[src/rtl/alu_sequencer.sv]
// Issuing side of the 16-bit ALU interface: 8-entry register file, one instruction
// per four cycles (IDLE -> ISSUE -> CAPTURE -> WRITE), sticky masked overflow.
module alu_sequencer #(
   parameter int DATA_W = 16,
   parameter int AW     = 3
) (
   input  logic                clk,
   input  logic                rst,
   input  logic                instr_valid,
   output logic                instr_ready,
   input  logic [5+3*AW-1:0]   instr,
   input  logic                ld_en,
   input  logic [AW-1:0]       ld_addr,
   input  logic [DATA_W-1:0]   ld_data,
   output logic [DATA_W-1:0]   alu_a,
   output logic [DATA_W-1:0]   alu_b,
   output logic [4:0]          alu_code,
   input  logic [DATA_W-1:0]   alu_c,
   input  logic                alu_overflow,
   output logic [DATA_W-1:0]   result,
   output logic [AW-1:0]       result_rd,
   output logic                result_valid,
   output logic                ovf_flag,
   input  logic                ovf_clear
);
   localparam int DEPTH = 1 << AW;

   typedef enum logic [1:0] {IDLE, ISSUE, CAPTURE, WRITE} state_t;

   state_t            state_q, state_d;
   logic [DATA_W-1:0] regs_q [DEPTH];
   logic [DATA_W-1:0] regs_d [DEPTH];
   logic [4:0]        code_q, code_d;
   logic [AW-1:0]     rd_q, rd_d, ra_q, ra_d, rb_q, rb_d;
   logic [DATA_W-1:0] alu_a_q, alu_a_d, alu_b_q, alu_b_d;
   logic [4:0]        alu_code_q, alu_code_d;
   logic [DATA_W-1:0] hold_q, hold_d;
   logic              hold_ovf_q, hold_ovf_d;
   logic [DATA_W-1:0] result_q, result_d;
   logic [AW-1:0]     result_rd_q, result_rd_d;
   logic              ovf_q, ovf_d;

   logic [4:0]        instr_code;
   logic [AW-1:0]     instr_rd, instr_ra, instr_rb;
   logic              accept;

   assign instr_code = instr[3*AW +: 5];
   assign instr_rd   = instr[2*AW +: AW];
   assign instr_ra   = instr[AW +: AW];
   assign instr_rb   = instr[0 +: AW];
   assign accept     = instr_valid && instr_ready;

   always_ff @(posedge clk or posedge rst) begin
      if (rst) begin
         state_q <= IDLE;
      end else begin
         state_q <= state_d;
      end
   end

   always_comb begin
      state_d = state_q;
      case (state_q)
         IDLE:    if (accept) state_d = ISSUE;
         ISSUE:   state_d = CAPTURE;
         CAPTURE: state_d = WRITE;
         WRITE:   state_d = IDLE;
         default: state_d = IDLE;
      endcase
   end

   always_ff @(posedge clk or posedge rst) begin
      if (rst) begin
         for (int i = 0; i < DEPTH; i++) regs_q[i] <= '0;
         code_q      <= '0;
         rd_q        <= '0;
         ra_q        <= '0;
         rb_q        <= '0;
         alu_a_q     <= '0;
         alu_b_q     <= '0;
         alu_code_q  <= '0;
         hold_q      <= '0;
         hold_ovf_q  <= 1'b0;
         result_q    <= '0;
         result_rd_q <= '0;
         ovf_q       <= 1'b0;
      end else begin
         regs_q      <= regs_d;
         code_q      <= code_d;
         rd_q        <= rd_d;
         ra_q        <= ra_d;
         rb_q        <= rb_d;
         alu_a_q     <= alu_a_d;
         alu_b_q     <= alu_b_d;
         alu_code_q  <= alu_code_d;
         hold_q      <= hold_d;
         hold_ovf_q  <= hold_ovf_d;
         result_q    <= result_d;
         result_rd_q <= result_rd_d;
         ovf_q       <= ovf_d;
      end
   end

   always_comb begin
      regs_d      = regs_q;
      code_d      = code_q;
      rd_d        = rd_q;
      ra_d        = ra_q;
      rb_d        = rb_q;
      alu_a_d     = alu_a_q;
      alu_b_d     = alu_b_q;
      alu_code_d  = alu_code_q;
      hold_d      = hold_q;
      hold_ovf_d  = hold_ovf_q;
      result_d    = result_q;
      result_rd_d = result_rd_q;
      ovf_d       = ovf_q;

      // A load and an accept in the same IDLE cycle both commit, so ISSUE sees the new value.
      if (state_q == IDLE && ld_en) regs_d[ld_addr] = ld_data;
      if (accept) begin
         code_d = instr_code;
         rd_d   = instr_rd;
         ra_d   = instr_ra;
         rb_d   = instr_rb;
      end

      if (state_q == ISSUE) begin
         alu_a_d    = regs_q[ra_q];
         alu_b_d    = regs_q[rb_q];
         alu_code_d = code_q;
      end

      // The ALU flags adder overflow whatever module is selected; only the adder's counts.
      if (state_q == CAPTURE) begin
         hold_d     = alu_c;
         hold_ovf_d = (alu_code_q[4:3] == 2'b00) && alu_overflow;
      end

      if (state_q == WRITE) begin
         regs_d[rd_q] = hold_q;
         result_d     = hold_q;
         result_rd_d  = rd_q;
      end

      if (ovf_clear) ovf_d = 1'b0;
      if (state_q == WRITE && hold_ovf_q) ovf_d = 1'b1;
   end

   // During WRITE the result is presented straight from the holding register so it is
   // valid alongside result_valid; afterwards the registered copy keeps it.
   always_comb begin
      instr_ready  = (state_q == IDLE) && !rst;
      result_valid = (state_q == WRITE);
      result       = (state_q == WRITE) ? hold_q : result_q;
      result_rd    = (state_q == WRITE) ? rd_q : result_rd_q;
      alu_a        = alu_a_q;
      alu_b        = alu_b_q;
      alu_code     = alu_code_q;
      ovf_flag     = ovf_q;
   end

endmodule

[config.mk]
export PLATFORM = sky130hd
export DESIGN_NAME = alu_sequencer
export DESIGN_NICKNAME = d
export VERILOG_FILES = /design/src/rtl/alu_sequencer.sv
export SDC_FILE = /design/constraint.sdc
export NUM_CORES = 1
export LEC_CHECK = 0
export ABC_AREA = 1
export CELL_PAD_IN_SITES_DETAIL_PLACEMENT = 0
export CELL_PAD_IN_SITES_GLOBAL_PLACEMENT = 1
export CORE_MARGIN = 5
export CORE_UTILIZATION = 45
export CTS_CLUSTER_DIAMETER = 100
export DETAILED_ROUTE_END_ITERATION = 10
export PLACE_DENSITY_LB_ADDON = 0.1
export SLEW_MARGIN = 20
export SYNTH_ARGS = -nofsm -noshare
export SYNTH_HDL_FRONTEND = slang
export SYNTH_SLANG_ARGS = --single-unit
[constraint.sdc]
create_clock -name clk -period 19 [get_ports clk]
set_input_delay 3.8 -clock clk [delete_from_list [all_inputs] [get_ports clk]]
set_output_delay 3.8 -clock clk [all_outputs]
set_load 0.02 [all_outputs]
==> impl_metrics.ini, run 1 <==
[logic_synthesis]
avgSynthCellArea_um2 = 7.045
async_flop_share_pct = 100.0
dominantRegCellSynth = dfrtp_1
synth_common_cells = 637 x nand2_1, 224 x nand3_1, 218 x dfrtp_1, 149 x inv_1, 143 x nor2_1
yosysMostFrequentCell = nand2_1
synth.distinct_cells = 20
syn_area_um2 = 12120
yosysTopAreaCell = dfrtp_1
syn_inst = 1720
yosysSeqAreaShare_pct = 45.02
synth_nets = 1780
yosysWarnings = 0
synthTopCellsByArea = dfrtp_1 45%, nand2_1 20%, nand3_1 9.3%
ys_ff_latch = 218
synth_edf_count = 0
synth_top_area_share_pct = 45.02

[critical_path]
crit_arrival_ns = 5.12
crit_path_max_fanout = 2
critPathCaptureType = output pin
critPathLaunchType = primary input
worstPathRequired_ns = 15.20
crit_type = in -> out
r2r_slack_ns = 16.18

[clock_tree]
clk_path_buf_depth = 3
cts_buffers = 25
clk_pin_slew_ns = 0.06
cts_tree = done
cts_resized = 0
cts.sink_count = 218
post_cts_buffers = 0
cts-root-buf = clkbuf_16
cts_max_level = 1
clkLatencyLatePin_ns = 0.53
cts_hold_buf = 0

[power]
power_density_nw_per_um2 = 192.6
p_leak_nw = 7.288
ir_drop_uv = 124.6

[floorplanning]
core_um2 = 26730
boundaryPins = 114
die_y_um = 174.1
start_util_pct = 45.34
rows = 60
dieArea_um2 = 30310
dieWidth_um = 174.1

[routing]
wirelength_um = 43840
first_pass_iters = 5
antenna_left = 0
wire_per_inst_um = 20.79
drc = 0
vias = 11340
vias_per_cell = 5.375
drt-initial-drc-count = 1355

[flow_run]
max_cap_violations = 0

[global_route]
grt_pass1_wl_um = 65540
grt_use_total_pct = 28.07
grt_max_degree = 82
grt-ovfl-total = 0
grt_pass1_vias = 10550
antenna_found_initial = 4

[sta]
final-hold-violation-count = 0
period_share_pct = 46.96
finalCriticalPeriod_ns = 8.923
fin_skew_ns = 0.02517
fmax_mhz = 112.1
rsz0062_at_grt = no
setup_tns_ns = 0
maxSlewViolCount = 0
maxSlewHeadroom_pct = 26.52
setup_viol = 0
worst_slew_pin_slew_ns = 1.095

[place]
gp_congestion = 0.8107
port_buffers = 113
post-dp-hpwl_um = 24620
place_inst = 2062

[layout]
final_util_pct = 52.15
finalNonFillerCells = 2109
final_nets = 1808
drive_above_1_share_pct = 4.813
area_growth_pct = 15.01

[outcome]
status = complete, no violations

[hold_path]
min_path_type = reg -> reg
-- metrics by stage --
stage / power [W] / setup slack (ns) / hold WS [ns] / instance area, um2
4_1_cts: 0.002669 / 10.07 / 0.4727 / 13930
5_1_grt: 0.002879 / 10.05 / 0.4952 / 13940
6_report: 0.002684 / 10.08 / 0.4701 / 13940
3_3_place_gp: 0.002148 / 10.06 / 0.4499 / 13100
2_1_floorplan: 0.001712 / 9.236 / 0.4436 / 12120
3_5_place_dp: 0.002172 / 10.08 / 0.4579 / 13100
-- registers in the layout, summed over array words and instances, names as in the netlist, 2 cells and up --
signal	count
result_q	16
result_rd_q	3
regs_q	128
state_q	2
hold_q	16
alu_code	5
alu_a	16
ra_q	3
rd_q	3
alu_b	16
code_q	5
rb_q	3
-- worst paths after layout --
| kind | start | endpoint | cells past startpoint |
|---|---|---|---|
| setup / recovery | rst | instr_ready | 3 |
| hold reg to reg | alu_code[0]$_DFFE_PP0N_ | alu_code[0]$_DFFE_PP0N_ | 2 |
| hold / removal | alu_code[0]$_DFFE_PP0N_ | alu_code[0]$_DFFE_PP0N_ | 2 |
| setup reg to reg | state_q[0]$_DFFE_PP0P_ | regs_q[52]$_DFF_PP0_ | 7 |
| min in group asynchronous | rst | regs_q[27]$_DFF_PP0_ | 2 |
| max in group asynchronous | rst | ra_q[0]$_DFFE_PP0P_ | 4 |
-- final cells by class --
| type | count | area [um2] |
|---|---|---|
| fillers | 2655 | 12790 |
| inverters | 168 | 638.1 |
| repair buffers | 130 | 1262 |
| well taps | 341 | 426.7 |
| multi-input cells | 1205 | 5323 |
| diodes | 2 | 5.005 |
| clock inverters | 9 | 95.09 |
| clock buffers | 36 | 726.9 |
| flip-flops and latches | 218 | 5460 |
-- power by group --
part           internal [W]  switching (W)
combinational      0.000459       0.000936
clock              0.000291       0.000197
sequential         0.000696       0.000104
total               0.00145        0.00124
-- cell usage in the layout, fill, tap and decap left out, types with 5 or more instances in the layout --
| cell type | Yosys | routed |
|---|---|---|
| nand2_2 | 9 | 10 |
| o21ai_0 | 40 | 40 |
| clkinv_2 | 0 | 7 |
| o22ai_1 | 129 | 129 |
| clkdlybuf4s50_1 | 0 | 113 |
| a21oi_1 | 8 | 8 |
| buf_4 | 0 | 16 |
| inv_1 | 149 | 144 |
| clkinv_1 | 19 | 20 |
| nand3_1 | 224 | 224 |
| clkbuf_16 | 0 | 25 |
| dfrtp_1 | 218 | 214 |
| clkbuf_1 | 26 | 5 |
| nor2_1 | 143 | 143 |
| mux2_2 | 6 | 6 |
| clkbuf_8 | 0 | 6 |
| nand2_1 | 637 | 636 |
-- logic make-up (layout without fill, tap and decap cells) --
| family | count (synthesis) | count (layout) | share of synthesized area [%] |
|---|---|---|---|
| fa+ha+maj | 5 | 5 | 0.5163 |
| compound gates | 177 | 177 | 8.642 |
| buf+inv | 297 | 343 | 11.10 |
| mux | 6 | 6 | 0.5575 |
| other cells | 0 | 2 | 0 |
| flops | 218 | 218 | 45.02 |
| simple gates | 1017 | 1017 | 34.17 |
-- worst max-delay path: stages --
cell and delay, ns:
clkdlybuf4s50_1 0.52, nor2_2 0.18, clkdlybuf4s50_1 0.62
-- layer usage --
metal	vias up	GRT usage [%]	wire length [um]
li1	5522	-	-
met1	5191	40.80	19530
met4	0	7.984	1150
met5	-	0	0
met3	66	5.916	4182
met2	556	42.57	18970
Note: power is estimated with default switching activity, not from simulation.
==> run 2: changes to the inputs <==
--- a/config.mk
+++ b/config.mk
@@ -9,7 +9,7 @@
 export CELL_PAD_IN_SITES_DETAIL_PLACEMENT = 0
 export CELL_PAD_IN_SITES_GLOBAL_PLACEMENT = 1
 export CORE_MARGIN = 5
-export CORE_UTILIZATION = 45
+export CORE_UTILIZATION = 42
 export CTS_CLUSTER_DIAMETER = 100
 export DETAILED_ROUTE_END_ITERATION = 10
 export PLACE_DENSITY_LB_ADDON = 0.1
==> constraint.sdc (replaced) <==
create_clock -name clk -period 8.7 [get_ports clk]
set_input_delay 1.74 -clock clk [delete_from_list [all_inputs] [get_ports clk]]
set_output_delay 1.74 -clock clk [all_outputs]
set_load 0.02 [all_outputs]
==> run 2 against run 1 <==
  * Worst hold slack lost 0.0021 ns
  * Final cell count grew 1.8%
  * Wire length grew 0.32%
  * Final area grew 0.40%
  * Largest power group unchanged
==> impl_metrics.ini, run 2 (same netlist as run 1, synthesis figures left out) <==
[layout]
regMostFlops = regs_q
final_cell_mix = 632 x nand2_1, 224 x nand3_1, 214 x dfrtp_1
layout.cells.most_common = nand2_1
area_growth_pct = 15.47
drive_above_1_share_pct = 4.878
final_nets = 1805
largest_reg_flops = 128
finalNonFillerCells = 2148

[critical_path]
crit_path_max_fanout = 2
crit_type = in -> out
slowest_stage = clkdlybuf4s50_1
path_cells = clkdlybuf4s50_1 > nor2_2 > clkdlybuf4s50_1
critPathCaptureType = output pin
crit_path_max_incr_delay_ns = 0.62
cpMostUsedCell = clkdlybuf4s50_1
critPathLaunchType = primary input
worstPathRequired_ns = 6.96
crit_arrival_ns = 3.07

[floorplanning]
core_um2 = 28630
dieWidth_um = 179.9
start_util_pct = 42.33
dieArea_um2 = 32350
rows = 62
boundaryPins = 114
die_y_um = 179.9

[clock_tree]
cts_resized = 0
cts.sink_count = 218
cts_hold_buf = 0
clk_pin_slew_ns = 0.06
cts-root-buf = clkbuf_16
post_cts_buffers = 0
cts_buffers = 25
cts_max_level = 1
cts_tree = done
clk_path_buf_depth = 3
clkLatencyLatePin_ns = 0.52

[sta]
rsz0062_at_grt = no
fmax_mhz = 208.0
setup_viol = 0
fin_skew_ns = 0.009034
finalCriticalPeriod_ns = 4.808
maxSlewViolCount = 0
period_share_pct = 55.27
hold_slack_ns = 0.4680
worst_slew_pin_slew_ns = 1.064
setup_tns_ns = 0
final-hold-violation-count = 0
maxSlewHeadroom_pct = 28.64

[routing]
wirelength_um = 43980
vias = 11420
drc = 0
first_pass_iters = 5
antenna_left = 0
wire_per_inst_um = 20.47
vias_per_cell = 5.314
drt-initial-drc-count = 1137

[flow_run]
max_cap_violations = 0

[global_route]
grt_pass1_wl_um = 67000
grt_pass1_vias = 10730
grt_use_total_pct = 26.33
antenna_found_initial = 2
grt-ovfl-total = 0
grt_max_degree = 98

[power]
power_density_nw_per_um2 = 418.9
p_leak_nw = 7.280
ir_drop_uv = 209.8

[place]
place_inst = 2102
post-dp-hpwl_um = 25260
gp_congestion = 0.7867
port_buffers = 113

[hold_path]
min_path_type = reg -> reg

[outcome]
status = complete, no violations
## run 2: cell count changes in the layout (fill, tap and decap cells not counted), sizes merged
cell | previous run | this run
clkinvlp | 0 | 1
clkbuf | 36 | 38
buf | 17 | 14
clkinv | 27 | 24
diode | 2 | 1
## run 2: worst max-delay path: cells and delay by family
kind | cells | cell delay [ns]
buf+inv | 2 | 1.14
simple gates | 1 | 0.19
## run 2: final cells by class
type                            count  area [um2]
Clock inverter                      7       87.58
Sequential cell                   218        5460
Tap cell                          384       480.5
Antenna cell                        1       2.502
Inverter                          168       638.1
Multi-Input combinational cell   1205        5333
Fill cell                        2894       14630
Clock buffer                       38       754.5
Timing Repair Buffer              127        1236
## run 2: final timing paths
kind	cells after the start	slack [ns]	start	end
max	3	3.89	rst	instr_ready
min	2	0.47	code_q[0]$_DFFE_PP0P_	alu_code[0]$_DFFE_PP0N_
max reg2reg	6	5.68	ra_q[1]$_DFFE_PP0P_	alu_a[0]$_DFFE_PP0N_
min reg2reg	2	0.47	code_q[0]$_DFFE_PP0P_	alu_code[0]$_DFFE_PP0N_
max in group asynchronous	3	5.57	rst	ra_q[1]$_DFFE_PP0P_
min in group asynchronous	2	1.79	rst	hold_ovf_q$_DFFE_PP0P_
## run 2: through the flow
step | total power, W | util (%) | worst slack [ns] | area [um2]
2_1_floorplan | 0.003738 | - | 0.9956 | 12120
3_3_place_gp | 0.004702 | 45.92 | 3.874 | 13150
3_5_place_dp | 0.004754 | 45.92 | 3.891 | 13150
4_1_cts | 0.005857 | 48.86 | 3.881 | 13990
5_1_grt | 0.006301 | 48.88 | 3.853 | 13990
6_report | 0.005861 | 48.88 | 3.892 | 13990
## run 2: routing by layer
metal / vias to the layer above / track usage [%] / share of wire (%)
li1: 5517 / - / -
met1: 5345 / 38.91 / 45
met2: 482 / 40.69 / 44
met3: 71 / 4.466 / 8.7
met4: 0 / 6.004 / 2.3
met5: - / 0 / 0
## run 2: power by group
group	leakage [nW]	switching [W]	internal (W)	total, W
logic	4.34	0.00206	0.00100	0.00306
registers	2.52	0.000196	0.00152	0.00172
clock network	0.416	0.000428	0.000654	0.00108
==> RTL edit 1 (flow settings as in run 2) <==
Reset style: synchronous (`rst`), changed in 2 clocked blocks.
--- a/src/rtl/alu_sequencer.sv
+++ b/src/rtl/alu_sequencer.sv
@@ -52,3 +52,3 @@
 
-   always_ff @(posedge clk or posedge rst) begin
+   always_ff @(posedge clk) begin
       if (rst) begin
@@ -71,3 +71,3 @@
 
-   always_ff @(posedge clk or posedge rst) begin
+   always_ff @(posedge clk) begin
       if (rst) begin
Function: differs if rst is asserted again (counterexample within 4 cycles, from zero or initial values and one cycle with rst high); with rst held inactive, the same outputs for 4 cycles.
==> RTL edit 1 against run 2 <==
Count of clock-buffer cells in the layout rose by 4. Wire length rose by 7.3%. Fmax rose by 3.1%. Final area rose by 2.1%. Synthesized area barely moved. Non-clock buffer count rose by 3. Setup slack improved by 0.15 ns. Clock skew barely moved. Sequential cell count did not move. Highest routed layer unchanged.
Power is not compared: it rests on default switching activity, and its combinational part moved more than twofold at a synthesized area within 25%.
==> RTL edit 1: results (changes against run 2) <==
- Outcome: finished clean
- GRT Total Usage: 27.94% (+1.6 points)
- Async S/R FF share, synth: 0% (-100 points)
- Final wirelength: 47.19 mm (+7.3%)
- Die Wd: 179.8 µm (about the same)
- Iteration count of the initial detailed-routing pass: 6 (+1)
- Period utilization: 53.58% (-1.7 points)
- Arrival time at the worst endpoint: 2.92 ns (-0.15 ns)
- Hold Slack: 0.4609 ns (-0.007045 ns)
- First-pass GRT wire length: 71.54 mm (+6.8%)
- CTS Buf Count: 26 (+4.0%)
- Metal-1 WL: 20.88 mm (+4.6%)
- Post-synthesis compound-gate area fraction: 23.80% (+15 points)
- # nets final: 2029 (+12%)
- Worst reg2reg path startpoint: state_q[1]
- Setup Skew: 0.008569 ns (-0.0004653 ns)
- DP Area: 13340 µm² (+1.5%)
- Seq/Total Area, Yosys: 36.03% (-9.0 points)
- Antenna Cells: 0 (-1)
- Initial antenna violation count: 0 (-2)
- Hold Crit Start: code_q[4]
- Met3 Use GR: 4.204% (-0.26 points)
- Clock insertion delay at the later pin of the skew report: 0.55 ns (+0.03 ns)
- Relative slew slack: 31.43% (+2.8 points)
- Most frequent cells after synthesis: 499 x nand2_1, 315 x inv_1, 302 x o21ai_0
- DP HPWL: 28.86 mm (+14%)
==> RTL edit 1: cell types whose count changed in the layout (fill, tap and decap cells not counted), sizes merged, moves of 140 or more <==
| cell | before | now |
|---|---|---|
| dfrtp | 218 | 0 |
| inv | 148 | 331 |
| nand2 | 646 | 506 |
| o21ai | 40 | 335 |
| dfxtp | 0 | 218 |
==> RTL edit 1: worst paths after layout <==
check | end | cells past startpoint
worst max-delay path | instr_ready | 3
worst min-delay path | code_q[4] | 2
worst max register to register | regs_q[116] | 7
worst min register to register | code_q[4] | 2
==> RTL edit 1: final cells by class <==
| cell class | instances | area, µm² |
|---|---|---|
| inverter | 335 | 1260 |
| multi-input combinational | 1258 | 5973 |
| timing repair buffer | 130 | 1262 |
| fill | 2933 | 14330 |
| sequential | 218 | 4369 |
| tap | 384 | 480.5 |
| clock inverter | 6 | 105.1 |
| clock buffer | 42 | 842.1 |
==> RTL edit 1: critical path: stages <==
cell	delay, ns
clkdlybuf4s50_1	0.41
nor2_1	0.14
clkdlybuf4s50_1	0.62
==> RTL edit 2 (config.mk and constraints of run 2) <==
Without the edit above. Set the parameter `DATA_W` to 18 (it was 16).
--- a/src/rtl/alu_sequencer.sv
+++ b/src/rtl/alu_sequencer.sv
@@ -3,3 +3,3 @@
 module alu_sequencer #(
-   parameter int DATA_W = 16,
+   parameter int DATA_W = 18,
    parameter int AW     = 3
Ports: changed (5 resized); port bits go from 114 to 124. The function was not compared with the original's and may differ.
==> RTL edit 2 against run 2 <==
Wire length grew 6.2%. Setup slack got worse by 0.0040 ns. Clock skew rose by 0.011 ns. Sequential cell count rose by 24. Final area up 11%. Synthesized area grew 11%. Total power increased by 12%. First-iteration DRC count is 15% higher. Critical path depth unchanged. Global-route usage decreased by 0.69 points. Worst hold slack worse by 0.0090 ns. Sequential share of layout area hardly changed. Critical endpoint unchanged.
==> RTL edit 2: results (changes against run 2) <==
- ClkCell Share: 6.405% (+0.39 points)
- Largest register FFs: 144 (+13%)
- Setup Skew: 0.01978 ns (+0.01075 ns)
- Count of multi-input combinational gates: 1345 (+12%)
- Fill cell count: 3179 (+9.8%)
- Resize count post-CTS: 0 (unchanged)
- CLK BUF: 40 (+5.3%)
- Worst-path maximum fanout: 2 (unchanged)
- Non-clock buffer share: 8.497% (-0.34 points)
- Routability cong.: 0.7954 (+1.1%)
- Outcome: finished clean
- Arrival time at the worst endpoint: 3.07 ns (about the same)
- Worst-path clk slew: around 0.070 ns
- Iteration count of the initial detailed-routing pass: 5 (unchanged)
- GRT Total Usage: 25.63% (-0.69 points)
- Cells after synthesis: 1908 (+11%)
- Count of different cell masters after synthesis: 22 (+10%)
- Antenna Cells: 1 (unchanged)
- Multi-input combinational area share: 38.28% (+0.17 points)
- DP Area: 14550 µm² (+11%)
- CTS Buf Count: 28 (+12%)
- Met1 GRT Util: 39.13% (+0.22 points)
- Inst Count DP: 2310 (+9.9%)
- Syn_nets: 1972 (+11%)
- Met3 Use GR: 5.335% (+0.87 points)
- Port Buffers: 123 (+8.8%)
- Number of global-route vias before repair: 11720 (+9.2%)
- Seq/Total Area, Yosys: 45.11% (+0.093 points)
- Non-Filler Instances: 2363 (+10%)
- Largest net degree at the start of global routing: 109 (+11%)
- Count of non-CTS buffers in the layout: 135 (+6.3%)
- Layout cells sized above 1: 4.847% (-0.031 points)
- Dpl ws: 3.886 ns (-0.005490 ns)
- Synth area leaders: dfrtp_1 45%, nand2_1 20%, nand3_1 9.4%, o22ai_1 6.8%, inv_1 4.5%
- Clock Sinks: 242 (+11%)
- P_leak: 8.112 nW (+11%)
- Detailed Route Iter0 Violations: 1307 (+15%)
- Multi-input combinational cell area: 5953 µm² (+12%)
- CTS root buf: clkbuf_16
- Avg Inst Size Synth: 7.036 µm² (-0.14%)
- Met2 Use GR: 37.94% (-2.7 points)
- Most frequent cells after synthesis: 708 x nand2_1, 252 x nand3_1, 242 x dfrtp_1
- Int Pwr: 0.003591 W (+13%)
- Initial antenna violation count: 6 (+4)
- Clock insertion delay at the later pin of the skew report: 0.55 ns (+0.03 ns)
- Worst-Margin Slew: 1.157 ns (+0.09274 ns)
- First-pass GRT wire length: 71.39 mm (+6.6%)
- Vias: 12580 (+10%)
- Final wirelength: 46.70 mm (+6.2%)
- H-tree depth: 1 (unchanged)
- Non-clk invs: 186 (+11%)
- Max rail drop VDD: 259.2 µV (+24%)
- DP HPWL: 25.91 mm (+2.6%)
- Reg area: 6066 µm² (+11%)
-- RTL edit 2: worst reg2reg max path, stage by stage (launching register included) --
cell and delay, ns:
dfrtp_2 1.12, inv_2 0.75, nand3_1 0.27, nand3_1 0.09
nand3_1 0.26, nand2_1 0.10
-- RTL edit 2: power by group through the flow --
stage | Sequential (W) | Clock, W | Combinational, W
2_1_floorplan | 0.00197 | 0 | 0.00218
3_3_place_gp | 0.00193 | 0 | 0.00326
3_5_place_dp | 0.00195 | 0 | 0.00330
4_1_cts | 0.00193 | 0.00130 | 0.00332
5_1_grt | 0.00198 | 0.00135 | 0.00373
6_report | 0.00193 | 0.00128 | 0.00335
-- RTL edit 2: path summary, 6_finish.rpt --
kind	startpoint	endpoint	slack, ns	cells after the start
worst max register to register	rb_q[1]	alu_b[10]	5.96	5
worst min-delay path	code_q[0]	alu_code[0]	0.46	2
worst min register to register	code_q[0]	alu_code[0]	0.46	2
max in group asynchronous	rst	regs_q[123]	5.45	3
worst max-delay path	rst	instr_ready	3.89	3
min in group asynchronous	rst	regs_q[18]	1.79	2
-- RTL edit 2: cell families after synthesis --
| kind of cell | Yosys count | share of synthesized area [%] |
|---|---|---|
| AO/OA/AOI/OAI | 197 | 8.696 |
| buffers and inverters | 321 | 10.62 |
| adder cells (fa/ha/maj) | 5 | 0.4660 |
| AND/OR/NAND/NOR | 1137 | 34.61 |
| multiplexers | 6 | 0.5033 |
| flip-flops | 242 | 45.11 |
-- RTL edit 2: metal layers --
metal | wire [µm] | up-vias
met1 | 21960 | 5829
met3 | 4178 | 72
li1 | - | 6149
met5 | 68 | -
met2 | 19720 | 521
met4 | 769 | 10
